File: src/rtl/rep3_encoder_tx_if.sv
// Bus bundle between the repetition-3 transmitter and its driver.
// master: the block that requests frames; slave: the encoder itself.
interface rep3_encoder_tx_if #(
    parameter int unsigned DATA_W = 5
);
    logic              start;
    logic [DATA_W-1:0] data_in;
    logic [DATA_W-1:0] err_inj;
    logic              tx_bit;
    logic              tx_valid;
    logic              busy;
    logic              done;

    modport master (
        output start, data_in, err_inj,
        input  tx_bit, tx_valid, busy, done
    );

    modport slave (
        input  start, data_in, err_inj,
        output tx_bit, tx_valid, busy, done
    );
endinterface

File: src/rtl/rep3_encoder_tx.sv
// Repetition-code serial transmitter: latches a word on start and sends it
// MSB first, each bit repeated REP times, each copy held BIT_CYCLES clocks.
// Optional feature macro: ERR_INJECT_EN -- when defined, err_inj marks payload
// bits whose middle copy is inverted (still decodable by majority vote).
module rep3_encoder_tx #(
    parameter int unsigned DATA_W     = 5,
    parameter int unsigned REP        = 3,
    parameter int unsigned BIT_CYCLES = 1
) (
    input  logic             clk,
    input  logic             rst_n,
    rep3_encoder_tx_if.slave bus
);
    localparam int unsigned CYC_W = (BIT_CYCLES > 1) ? $clog2(BIT_CYCLES) : 1;
    localparam int unsigned REP_W = (REP > 1) ? $clog2(REP) : 1;
    localparam int unsigned BIT_W = (DATA_W > 1) ? $clog2(DATA_W) : 1;

    localparam logic [CYC_W-1:0] CYC_LAST = CYC_W'(BIT_CYCLES - 1);
    localparam logic [REP_W-1:0] REP_LAST = REP_W'(REP - 1);
    localparam logic [REP_W-1:0] REP_MID  = REP_W'(REP / 2);
    localparam logic [BIT_W-1:0] BIT_LAST = BIT_W'(DATA_W - 1);

    typedef enum logic [1:0] {
        IDLE = 2'd0,
        SEND = 2'd1,
        DONE = 2'd2
    } state_t;

    state_t            state;
    logic [DATA_W-1:0] shreg;
    logic [CYC_W-1:0]  cyc_cnt;
    logic [REP_W-1:0]  rep_cnt;
    logic [BIT_W-1:0]  bit_cnt;

    logic [REP_W-1:0]  rep_nxt;
    logic [DATA_W-1:0] shreg_shl;
    logic              flip_nxt;

`ifdef ERR_INJECT_EN
    logic [DATA_W-1:0] inj;
`endif

    // Next-copy helpers; copy 0 is never the middle copy since REP >= 3.
    always_comb begin
        rep_nxt   = rep_cnt + REP_W'(1);
        shreg_shl = shreg << 1;
`ifdef ERR_INJECT_EN
        flip_nxt  = inj[DATA_W-1] && (rep_nxt == REP_MID);
`else
        flip_nxt  = 1'b0;
`endif
    end

    // Frame sequencer: counters, shift register and registered outputs.
    always_ff @(posedge clk) begin
        if (!rst_n) begin
            state        <= IDLE;
            shreg        <= '0;
            cyc_cnt      <= '0;
            rep_cnt      <= '0;
            bit_cnt      <= '0;
            bus.tx_bit   <= 1'b0;
            bus.tx_valid <= 1'b0;
            bus.busy     <= 1'b0;
            bus.done     <= 1'b0;
`ifdef ERR_INJECT_EN
            inj          <= '0;
`endif
        end else begin
            case (state)
                IDLE: begin
                    bus.done <= 1'b0;
                    if (bus.start) begin
                        state        <= SEND;
                        shreg        <= bus.data_in;
                        cyc_cnt      <= '0;
                        rep_cnt      <= '0;
                        bit_cnt      <= '0;
                        bus.busy     <= 1'b1;
                        bus.tx_valid <= 1'b1;
                        bus.tx_bit   <= bus.data_in[DATA_W-1];
`ifdef ERR_INJECT_EN
                        inj          <= bus.err_inj;
`endif
                    end
                end
                SEND: begin
                    if (cyc_cnt != CYC_LAST) begin
                        cyc_cnt <= cyc_cnt + CYC_W'(1);
                    end else begin
                        cyc_cnt <= '0;
                        if (rep_cnt != REP_LAST) begin
                            rep_cnt    <= rep_nxt;
                            bus.tx_bit <= shreg[DATA_W-1] ^ flip_nxt;
                        end else begin
                            rep_cnt <= '0;
                            if (bit_cnt == BIT_LAST) begin
                                state        <= DONE;
                                bus.tx_valid <= 1'b0;
                                bus.tx_bit   <= 1'b0;
                                bus.done     <= 1'b1;
                            end else begin
                                bit_cnt    <= bit_cnt + BIT_W'(1);
                                shreg      <= shreg_shl;
                                bus.tx_bit <= shreg_shl[DATA_W-1];
`ifdef ERR_INJECT_EN
                                inj        <= inj << 1;
`endif
                            end
                        end
                    end
                end
                DONE: begin
                    state    <= IDLE;
                    bus.done <= 1'b0;
                    bus.busy <= 1'b0;
                end
                default: begin
                    state <= IDLE;
                end
            endcase
        end
    end
endmodule

File: src/flat_wrapper.sv
// flat-port wrapper written by rule: the top's interface ports become plain ports
module rep3_encoder_tx_flat 
#(
    parameter int unsigned DATA_W     = 5,
    parameter int unsigned REP        = 3,
    parameter int unsigned BIT_CYCLES = 1
)
  (clk, rst_n, bus_start, bus_data_in, bus_err_inj, bus_tx_bit, bus_tx_valid, bus_busy, bus_done);
  rep3_encoder_tx_if #(.DATA_W(DATA_W)) bus_i ();
  input  logic clk;
  input  logic rst_n;
  input wire logic [$bits(bus_i.start)-1:0] bus_start;
  input wire logic [$bits(bus_i.data_in)-1:0] bus_data_in;
  input wire logic [$bits(bus_i.err_inj)-1:0] bus_err_inj;
  output wire logic [$bits(bus_i.tx_bit)-1:0] bus_tx_bit;
  output wire logic [$bits(bus_i.tx_valid)-1:0] bus_tx_valid;
  output wire logic [$bits(bus_i.busy)-1:0] bus_busy;
  output wire logic [$bits(bus_i.done)-1:0] bus_done;
  assign bus_i.start = bus_start;
  assign bus_i.data_in = bus_data_in;
  assign bus_i.err_inj = bus_err_inj;
  assign bus_tx_bit = bus_i.tx_bit;
  assign bus_tx_valid = bus_i.tx_valid;
  assign bus_busy = bus_i.busy;
  assign bus_done = bus_i.done;
  rep3_encoder_tx #(.DATA_W(DATA_W), .REP(REP), .BIT_CYCLES(BIT_CYCLES)) u_core (.clk(clk), .rst_n(rst_n), .bus(bus_i));
endmodule
File: config.mk
export PLATFORM = sky130hd
export DESIGN_NAME = rep3_encoder_tx_flat
export DESIGN_NICKNAME = d
export VERILOG_FILES = /design/src/rtl/rep3_encoder_tx_if.sv /design/src/rtl/rep3_encoder_tx.sv /design/src/flat_wrapper.sv
export SDC_FILE = /design/constraint.sdc
export NUM_CORES = 1
export LEC_CHECK = 0
export BUFFER_PORTS_ARGS = -buffer_cell sky130_fd_sc_hd__buf_2
export CAP_MARGIN = 20
export CORE_MARGIN = 5
export CORE_UTILIZATION = 30
export DETAILED_ROUTE_END_ITERATION = 8
export GPL_TIMING_DRIVEN = 1
export PLACE_DENSITY = 0.5
export SYNTH_ARGS = -nofsm -noshare
export SYNTH_HDL_FRONTEND = slang
export SYNTH_SLANG_ARGS = --single-unit
File: constraint.sdc
create_clock -name clk -period 2.1 [get_ports clk]
set_clock_uncertainty 0.2 [all_clocks]
set_input_delay 0.63 -clock clk [delete_from_list [all_inputs] [get_ports clk]]
set_output_delay 0.63 -clock clk [all_outputs]
set_load 0.01 [all_outputs]
# == Yosys cells after proc, flatten, opt, wreduce, memory -nomap -nowiden ==
# Index checks and enable logic that the tools add are counted.
# totals
regBits,17
input_bits,13
output_inout_bits,4
wordCells,70
# op_classes
add_sub_neg,3
eq_ne,9
muxes,37
reduce_logical,12
# ops
op,n
$mux W5,4
$mux W2,7
$mux W1,13
$mux W3,4
$ne A2 B2 Y1 const B,5
$pmux W1 S2,5
$pmux W5 S2,1
$reduce_and A5 Y1,2
$pmux W2 S2,2
$reduce_and A4 Y1,2
$pmux W3 S2,1
$reduce_bool A2 Y1,3
$reduce_and A2 Y1,2
$add A3 B1 Y3 const B,1
$eq A3 B3 Y1 const B,1
$reduce_and A3 Y1,1
$add A2 B1 Y2 const B,1
$eq A2 B1 Y1 const B,1
$eq A2 B2 Y1 const B,1
$logic_not A2 Y1,1
$ne A2 B1 Y1 const B,1
$reduce_or A2 Y1,1
$add A1 B1 Y1 const B,1

# == Logic depth before layout (Yosys ltp) ==
# Gate-level depths: netlist of the first run.
# depth
depth_word,5
depth_mapped,6
mapped_depth_nobuf,6

# == Worst setup path after synthesis of the first run ==
# OpenSTA, ideal clock, no wires.
# synth_path
path_kind,input to register
startpoint,input port bus_start
endpoint,register u_core.bit_cnt[2]
setup_ns,0.059
arrival_time_ns,1.456
t_required_ns,1.841
slack_ns,0.385
stages,4
n_path_buf,0
cell_sequence,nor2b_1 -> a21bo_1 -> or4_1 -> nand2_1
# synth_between
elab_chain_len,2
# synth_lines
element,line_no,source
start: declaration,flat_wrapper.sv:12,input wire logic [$bits(bus_i.start)-1:0] bus_start;
$ne A2 B2 Y1 (no source line),n/a,
$reduce_and A5 Y1 (no source line),n/a,
end signal: assignment,rep3_encoder_tx.sv:103,bit_cnt <= bit_cnt + BIT_W'(1);
end: declaration,rep3_encoder_tx.sv:33,logic [BIT_W-1:0] bit_cnt;
# No other way between the ends.
# A chain may end at the register's enable or synchronous reset.

# == Worst setup path after layout of the first run ==
# layout_path
startpoint,register u_core.bit_cnt[0]
endpoint,register u_core.shreg[1]
# layout_between
elab_chain_len,3
# layout_lines
element,line_no,source
$eq A3 B3 Y1,rep3_encoder_tx.sv:97,if (bit_cnt == BIT_LAST) begin
$ne A2 B2 Y1 (no source line),n/a,
$reduce_and A5 Y1 (no source line),n/a,
end signal: assignment,rep3_encoder_tx.sv:75,shreg <= bus.data_in;
end signal: assignment,rep3_encoder_tx.sv:104,shreg <= shreg_shl;
end: declaration,rep3_encoder_tx.sv:30,logic [DATA_W-1:0] shreg;
# No other way between the ends.

==> results.txt, run 1 <==
- The HPWL after detailed placement is about 1.3 mm.
- Summed over all nets, the switching power comes to roughly 0.00015 W.
- Row generation in the floorplan step produced 18 rows.
- Of the total power, the clock network draws 0.269.
* Final worst setup slack: 0.208 ns
* Global-route congestion overflow total: 0
- Initial Util: 0.315
- Yosys synthesis warning count: 0
- Fin Setup TNS: 0 ns
* Most frequent cells in the layout: dfxtp_1, nand2_1, buf_2
- STA classifies the critical path endpoint as a flop.
- The number of antenna diodes in the final layout is 0.
* Register-to-register setup slack: 0.21 ns
- RePlAce Congestion: approximately 0.7
* Clock period minus final worst setup slack: between 1.5 and 2 ns
- In the routed layout, each cell is associated on average with a via count of just over 5.
- CTS tree: done
* Worst max-slew margin expressed relative to the limit: 0.710
* Synthesized area per cell: 9.15 µm²
- Class of the tightest hold or removal check: reg -> reg
- GR Layer Usage met1: 0.139
- The number of max-slew violations in the final report was 0.
* Distinct cells, synth: 31
* Placeable core region: around 2500 µm²
- In this run the number of H-tree levels came out at 1.
- Arrival time reported for the critical path endpoint: around 1.9 ns
- CTS resizes: 0
* FILL cells: 271
* CTS Buf Count: 3
* Via count of the first global-routing pass: between 600 and 700
* Horizontal die dimension: 61.2 µm
* Clock slew at reported path FFs: ~0.09 ns
- Summed over all layers, the routed wires come to approximately 1.7 mm.
- For the pin with the worst max-slew slack, the measured transition is 0.434 ns.
- The final hold violation count is 0.
- Switching power as a share of total power: 0.258
* Power Dens Cells: about 640 nW/µm²
* Root buffer cell: clkbuf_4
* Number of placed instances with taps included: around 130
- Highest Clock Rate: between 0.5 and 0.6 GHz
- Vias after detailed routing: 667
- Antenna violations before repair: 0
- Counting every instance in the synthesized netlist gives 86.
- For this run, global-route usage on met2 was measured as 0.162.
- Overall die height: roughly 61 µm
- The number of hold buffers added after CTS was 0.
- The first detailed-routing pass took 4 iterations.
- P&R area growth vs syn: 15.9%
- Post-route DRC violation count: 0
- The first global-routing pass estimated approximately 2.9 mm of wire.
* Number of nets in the layout: about 120
- Post-synthesis sequential element count: 16
- The tool flagged a number of max-cap violations equal to 0.
- Buffers placed on the I/O ports in this run total 11.
- Counting every sink on the clock net gives 16.
- Leakage power of the design: ~0.39 nW
- When the netlist entered floorplanning its net count stood at about 100.
- Internal power: roughly 0.00044 W
- Setup repair after global routing left no endpoint under its margin.
* WL/cell: around 13 µm
* Kind of critical path: reg -> reg
* Number of failing setup endpoints in the final timing report: 0
* Proportion of synthesized chip area in sequential cells: 0.407
- Layout cell share with drive strength beyond 1: 0.277
* Total setup buffers inserted after CTS: 0
* Launching element type of the critical path: flop
- In the global route stage, met3 resource usage came out at 0.0189.
- Combinational fraction of design power: 0.156
- Worst supply voltage drop on vdd: about 0.25 mV
* Sequential cell fraction of total power: 0.575
* Most common cell after layout, fill and taps aside: dfxtp_1
- The floorplan step defined a die boundary enclosing 3750 µm².
- In this run, the number of DRC markers left after iteration 0 of detailed routing was 8.
- Total routing resource utilization after global routing: 0.105
* Outcome: finished, final reports clean
- Worst-case clock buffer depth: 2
* Post-route ant nets: 0
- Final critical-path share of the clock period: 0.901
- The count of cells in the finished layout, fillers not included, comes to approximately 130.
* Post-Place Setup Slack: about 0.17 ns
- For the worst setup path, the data required time is ~2.1 ns.
- Entering global routing, the biggest net connects 12 pins.
* Clock latency on the worst-skew pair: approximately 0.28 ns
- Number of top-level pins: 17
* Most used routing layer: met2
- Along the worst path, the maximum fanout reaches 9.
- Synthesized cell area: just under 800 µm²
## per-stage QoR
stage	utilization	total power (W)	hold WS [ns]	area, µm²
after global placement	0.356	0.000435	0.270	890
final	0.365	0.000587	0.294	912
after CTS	0.365	0.000603	0.293	912
after floorplan	-	0.000405	0.248	787
after global routing	0.365	0.000626	0.325	912
after detailed placement	0.356	0.000437	0.280	890
## power groups by stage
stage | Clock, W | Combinational [W] | Sequential (W)
6_report | 0.000158 | 0.0000915 | 0.000337
4_1_cts | 0.000173 | 0.0000926 | 0.000338
5_1_grt | 0.000182 | 0.000103 | 0.000341
2_1_floorplan | 0 | 0.0000638 | 0.000341
3_5_place_dp | 0 | 0.0000923 | 0.000345
3_3_place_gp | 0 | 0.0000902 | 0.000345
## path summary, 6_finish.rpt
kind,startpoint,end,depth (start not counted)
worst max-delay path,u_core.bit_cnt[0],u_core.shreg[1],6
worst min-delay path,u_core.bit_cnt[1],u_core.bit_cnt[1],2
worst max register to register,u_core.bit_cnt[0],u_core.shreg[1],6
worst min register to register,u_core.bit_cnt[1],u_core.bit_cnt[1],2
## critical path, stage by stage (launching register included)
cell	delay (ns)
dfxtp_1	0.34
inv_1	0.07
ha_1	0.17
nand2_1	0.10
a21boi_2	0.38
nor2_1	0.22
o221a_2	0.31
## synth_stat cells
library cell,instances,area share
a21bo_1,1,0.013
a21boi_0,3,0.029
a21boi_2,1,0.014
a21oi_1,3,0.019
a22oi_1,1,0.0095
a311oi_1,1,0.011
and2b_1,1,0.0095
buf_2,1,0.0064
buf_6,1,0.014
clkbuf_1,1,0.0048
dfxtp_1,16,0.41
ha_1,2,0.032
inv_1,3,0.014
inv_2,1,0.0048
mux2i_1,4,0.051
nand2_1,12,0.057
nand3_1,1,0.0064
nand3b_1,1,0.0095
nor2_1,4,0.019
nor2b_1,4,0.032
nor2b_2,1,0.011
nor3b_1,2,0.019
o211a_1,1,0.013
o211ai_1,2,0.019
o21ai_0,7,0.045
o21ba_2,1,0.013
o21bai_1,1,0.0095
o221a_2,5,0.072
or2_2,1,0.0080
or2b_1,1,0.0095
or4_1,2,0.019
## final cells by class
cell class	instances	area, µm²	area share
flip-flops and latches	16	320	0.351
multi-input cells	63	432	0.473
well taps	30	37.5	0.0412
clock buffers	3	22.5	0.0247
inverters	4	15.0	0.0165
repair buffers	15	85.1	0.0933
## per-layer routing
metal,share of wire,routed length [µm]
met3,0.030,50
met5,0,0
met2,0.48,808
met4,0.0089,15
met1,0.48,805
## registers in the layout (all words and copies together), names as in the netlist
signal and count:
u_core.shreg 5, u_core.state 2, u_core.rep_cnt 2, u_core.bit_cnt 3
u_core.bus.busy 1, u_core.bus.done 1, u_core.bus.tx_valid 1, u_core.bus.tx_bit 1
## kinds of logic after synthesis
family	share of synthesized area
adders and majority gates	0.0318
buffers and inverters	0.0445
DFF	0.407
AOI/OAI and AO/OA	0.265
and+or+nand+nor	0.200
muxes	0.0509
Note: power is estimated with default switching activity, not from simulation.
==> run 2: changes to the inputs <==
Settings changed: MAX_ROUTING_LAYER set to met4.
Clock period 2.1 ns to 2.2 ns, I/O delays scaled along.
==> run 2 against run 1 <==
Against the previous run: sequential power down 4%; register-to-register slack improved by 0.16 ns; die area unchanged; routed wire length decreased by 0.60%; power decreased by 5.5%; global-route usage rose by 0.070 points; largest cell class unchanged.
==> results.txt, run 2 (same netlist as run 1, synthesis figures left out) <==
- Outcome: finished, final reports clean (unchanged).
- CP Capture Type: flop (unchanged)
* Post-route cell area: 905 µm² (was 912 µm²)
- Biggest registers after layout: u_core.shreg (5), u_core.bit_cnt (3) (unchanged)
- Clock latency on the worst-skew pair: 0.28 ns (about the same)
- The total power divided by cell area is 613 nW/µm² (was 643 nW/µm²).
- The maximum net fanout on the critical path came to 8 (was 9).
- The overall overflow remaining after global route came to 0 (unchanged).
* Via count of the first global-routing pass: 632 (was 618)
- The root buffer selected by CTS is clkbuf_4 (unchanged).
- Total routing resource utilization after global routing: 0.106 (was 0.105)
* Number of failing setup endpoints in the final timing report: 0 (unchanged)
- The number of standard cells in the final layout excluding fillers came to 130 (was 131).
- Highest Clock Rate: 0.546 GHz (was 0.529 GHz)
- Number of top-level pins: 17 (unchanged)
* FILL cells: 266 (was 271)
- Clock slew at reported path FFs: 0.09 ns (about the same)
* Horizontal die dimension: 61.2 µm (unchanged)
- RePlAce Congestion: 0.800 (was 0.710)
* Fin Setup TNS: 0 ns (unchanged)
- Final critical-path share of the clock period: 0.833 (was 0.901)
- Internal power: 0.000415 W (was 0.000435 W)
- The total clock sinks is 16 (unchanged).
- Switching power as a share of total power: 0.253 (was 0.258)
- The data required time of the worst path came to 2.21 ns (was 2.08 ns).
- Drt total wl: 1.67 mm (was 1.68 mm)
- The overall via count from detail_route came to 661 (was 667).
- Worst-case clock buffer depth: 2 (unchanged)
* Input/output buffers: 11 (unchanged)
- The transition time at the pin with the least slew margin is 0.460 ns (was 0.434 ns).
* Layout cell share with drive strength beyond 1: 0.270 (was 0.277)
* Number of nets in the layout: 117 (was 118)
* Most common cell after layout, fill and taps aside: dfxtp_1 (unchanged)
- Area of the die: 3750 µm² (unchanged)
* Worst supply voltage drop on vdd: 0.291 mV (was 0.245 mV)
- Worst hold slack: 0.293 ns (was 0.294 ns)
- DRC marker count from the first detailed-route iteration: 17 (was 8)
- The number of max-slew violations in the final report came to 0 (unchanged).
- CTS tree: done (unchanged)
- Overall die height: 61.2 µm (unchanged)
* Largest net degree at the start of global routing: 12 (unchanged)
* Max Cap Viol: 0 (unchanged)
* Setup repair after global routing missed its margin: no (unchanged)
- Initial Util: 0.315 (unchanged)
* Combinational fraction of design power: 0.155 (was 0.156)
- Number of detailed-route iterations in the first pass: 6 (was 4)
* Number of placed instances with taps included: 127 (was 128)
* Post-CTS Hold Buffers: 0 (unchanged)
- Total setup buffers inserted after CTS: 0 (unchanged)
* Total half-perimeter wirelength after legalization and detailed placement: 1.23 mm (was 1.26 mm)
* Placeable core region: 2500 µm² (unchanged)
- The post-detailed-route count of antenna-violating nets is 0 (unchanged).
- Worst max-slew margin expressed relative to the limit: 0.690 (was 0.710)
- The quantity of gates resized following cts is 0 (unchanged).
* WL/cell: 12.8 µm (about the same)
* P&R area growth vs syn: 14.9% (was 15.9%)
- Class of the tightest hold or removal check: reg -> reg (unchanged)
* Antenna cells: 0 (unchanged)
- Arrival time reported for the critical path endpoint: 1.84 ns (was 1.87 ns)
- Kind of critical path: reg -> reg (unchanged)
- Via density per instance: 5.08 (was 5.09)
* Post-route DRC violation count: 0 (unchanged)
- Clock period minus final worst setup slack: 1.83 ns (was 1.89 ns)
- Max FFs per register: 5 (unchanged)
- Clock group share of total power: 0.265 (was 0.269)
* Sequential cell fraction of total power: 0.580 (was 0.575)
- The final hold violation count came to 0 (unchanged).
* Launching element type of the critical path: flop (unchanged)
- Antenna violations before repair: 0 (unchanged)
* CTS Buf Count: 3 (unchanged)
- Largest register by flop count: u_core.shreg (unchanged)
* Reported net switching power: 0.000140 W (was 0.000151 W)
- Most frequent cells in the layout: dfxtp_1, nand2_1, buf_2 (unchanged).
* Row cnt: 18 (unchanged)
* Global-route wire length before repair: 2.83 mm (was 2.88 mm)
- Placed instance area: 882 µm² (was 890 µm²)
* Leakage power of the design: 0.382 nW (was 0.387 nW)
- Clock H-tree levels: 1 (unchanged)
## run 2: cell count changes in the layout (fill, tap and decap cells not counted)
cell and change:
buf_4 -1
## run 2: cell type report
class                      count  area [µm²]  share of cell area
tap                           30        37.5              0.0415
clock buffer                   3        22.5              0.0249
sequential                    16         320               0.354
inverter                       4        15.0              0.0166
multi-input combinational     63         432               0.477
timing repair buffer          14        77.6              0.0858
## run 2: worst max-delay path: stages (launching register included)
cell and delay [ns]:
dfxtp_1 0.39, inv_1 0.06, ha_1 0.22, nand2_1 0.12, a21boi_2 0.07, buf_4 0.16
or4_1 0.49, o21ai_0 0.07
## run 2: path summary, 6_finish.rpt
check               startpoint           endpoint  slack [ns]  cells past startpoint
max          u_core.bit_cnt[0]  u_core.bit_cnt[0]        0.37                      7
min          u_core.bit_cnt[1]  u_core.bit_cnt[1]        0.29                      2
max reg2reg  u_core.bit_cnt[0]  u_core.bit_cnt[0]        0.37                      7
min reg2reg  u_core.bit_cnt[1]  u_core.bit_cnt[1]        0.29                      2
## run 2: power groups by stage
stage	sequential (W)	clock, W	combinational, W
after global placement	0.000329	0	0.0000863
after floorplan	0.000326	0	0.0000609
after CTS	0.000322	0.000154	0.0000874
after global routing	0.000325	0.000167	0.0000967
after detailed placement	0.000329	0	0.0000872
final	0.000322	0.000147	0.0000862
## run 2: layer usage
layer / wire [µm] / global-route usage / vias to the layer above
met5: 0 / - / -
met4: 43 / 0.0650 / 0
met3: 55 / 0.0210 / 4
met2: 768 / 0.159 / 9
met1: 802 / 0.129 / 306
li1: - / - / 342
## run 2: metrics by stage
stage          utilization  setup WS (ns)  power [W]
2_1_floorplan            -          0.455   0.000386
3_3_place_gp         0.353          0.144   0.000415
3_5_place_dp         0.353          0.132   0.000416
4_1_cts              0.362          0.356   0.000563
5_1_grt              0.362          0.219   0.000588
6_report             0.362          0.368   0.000555
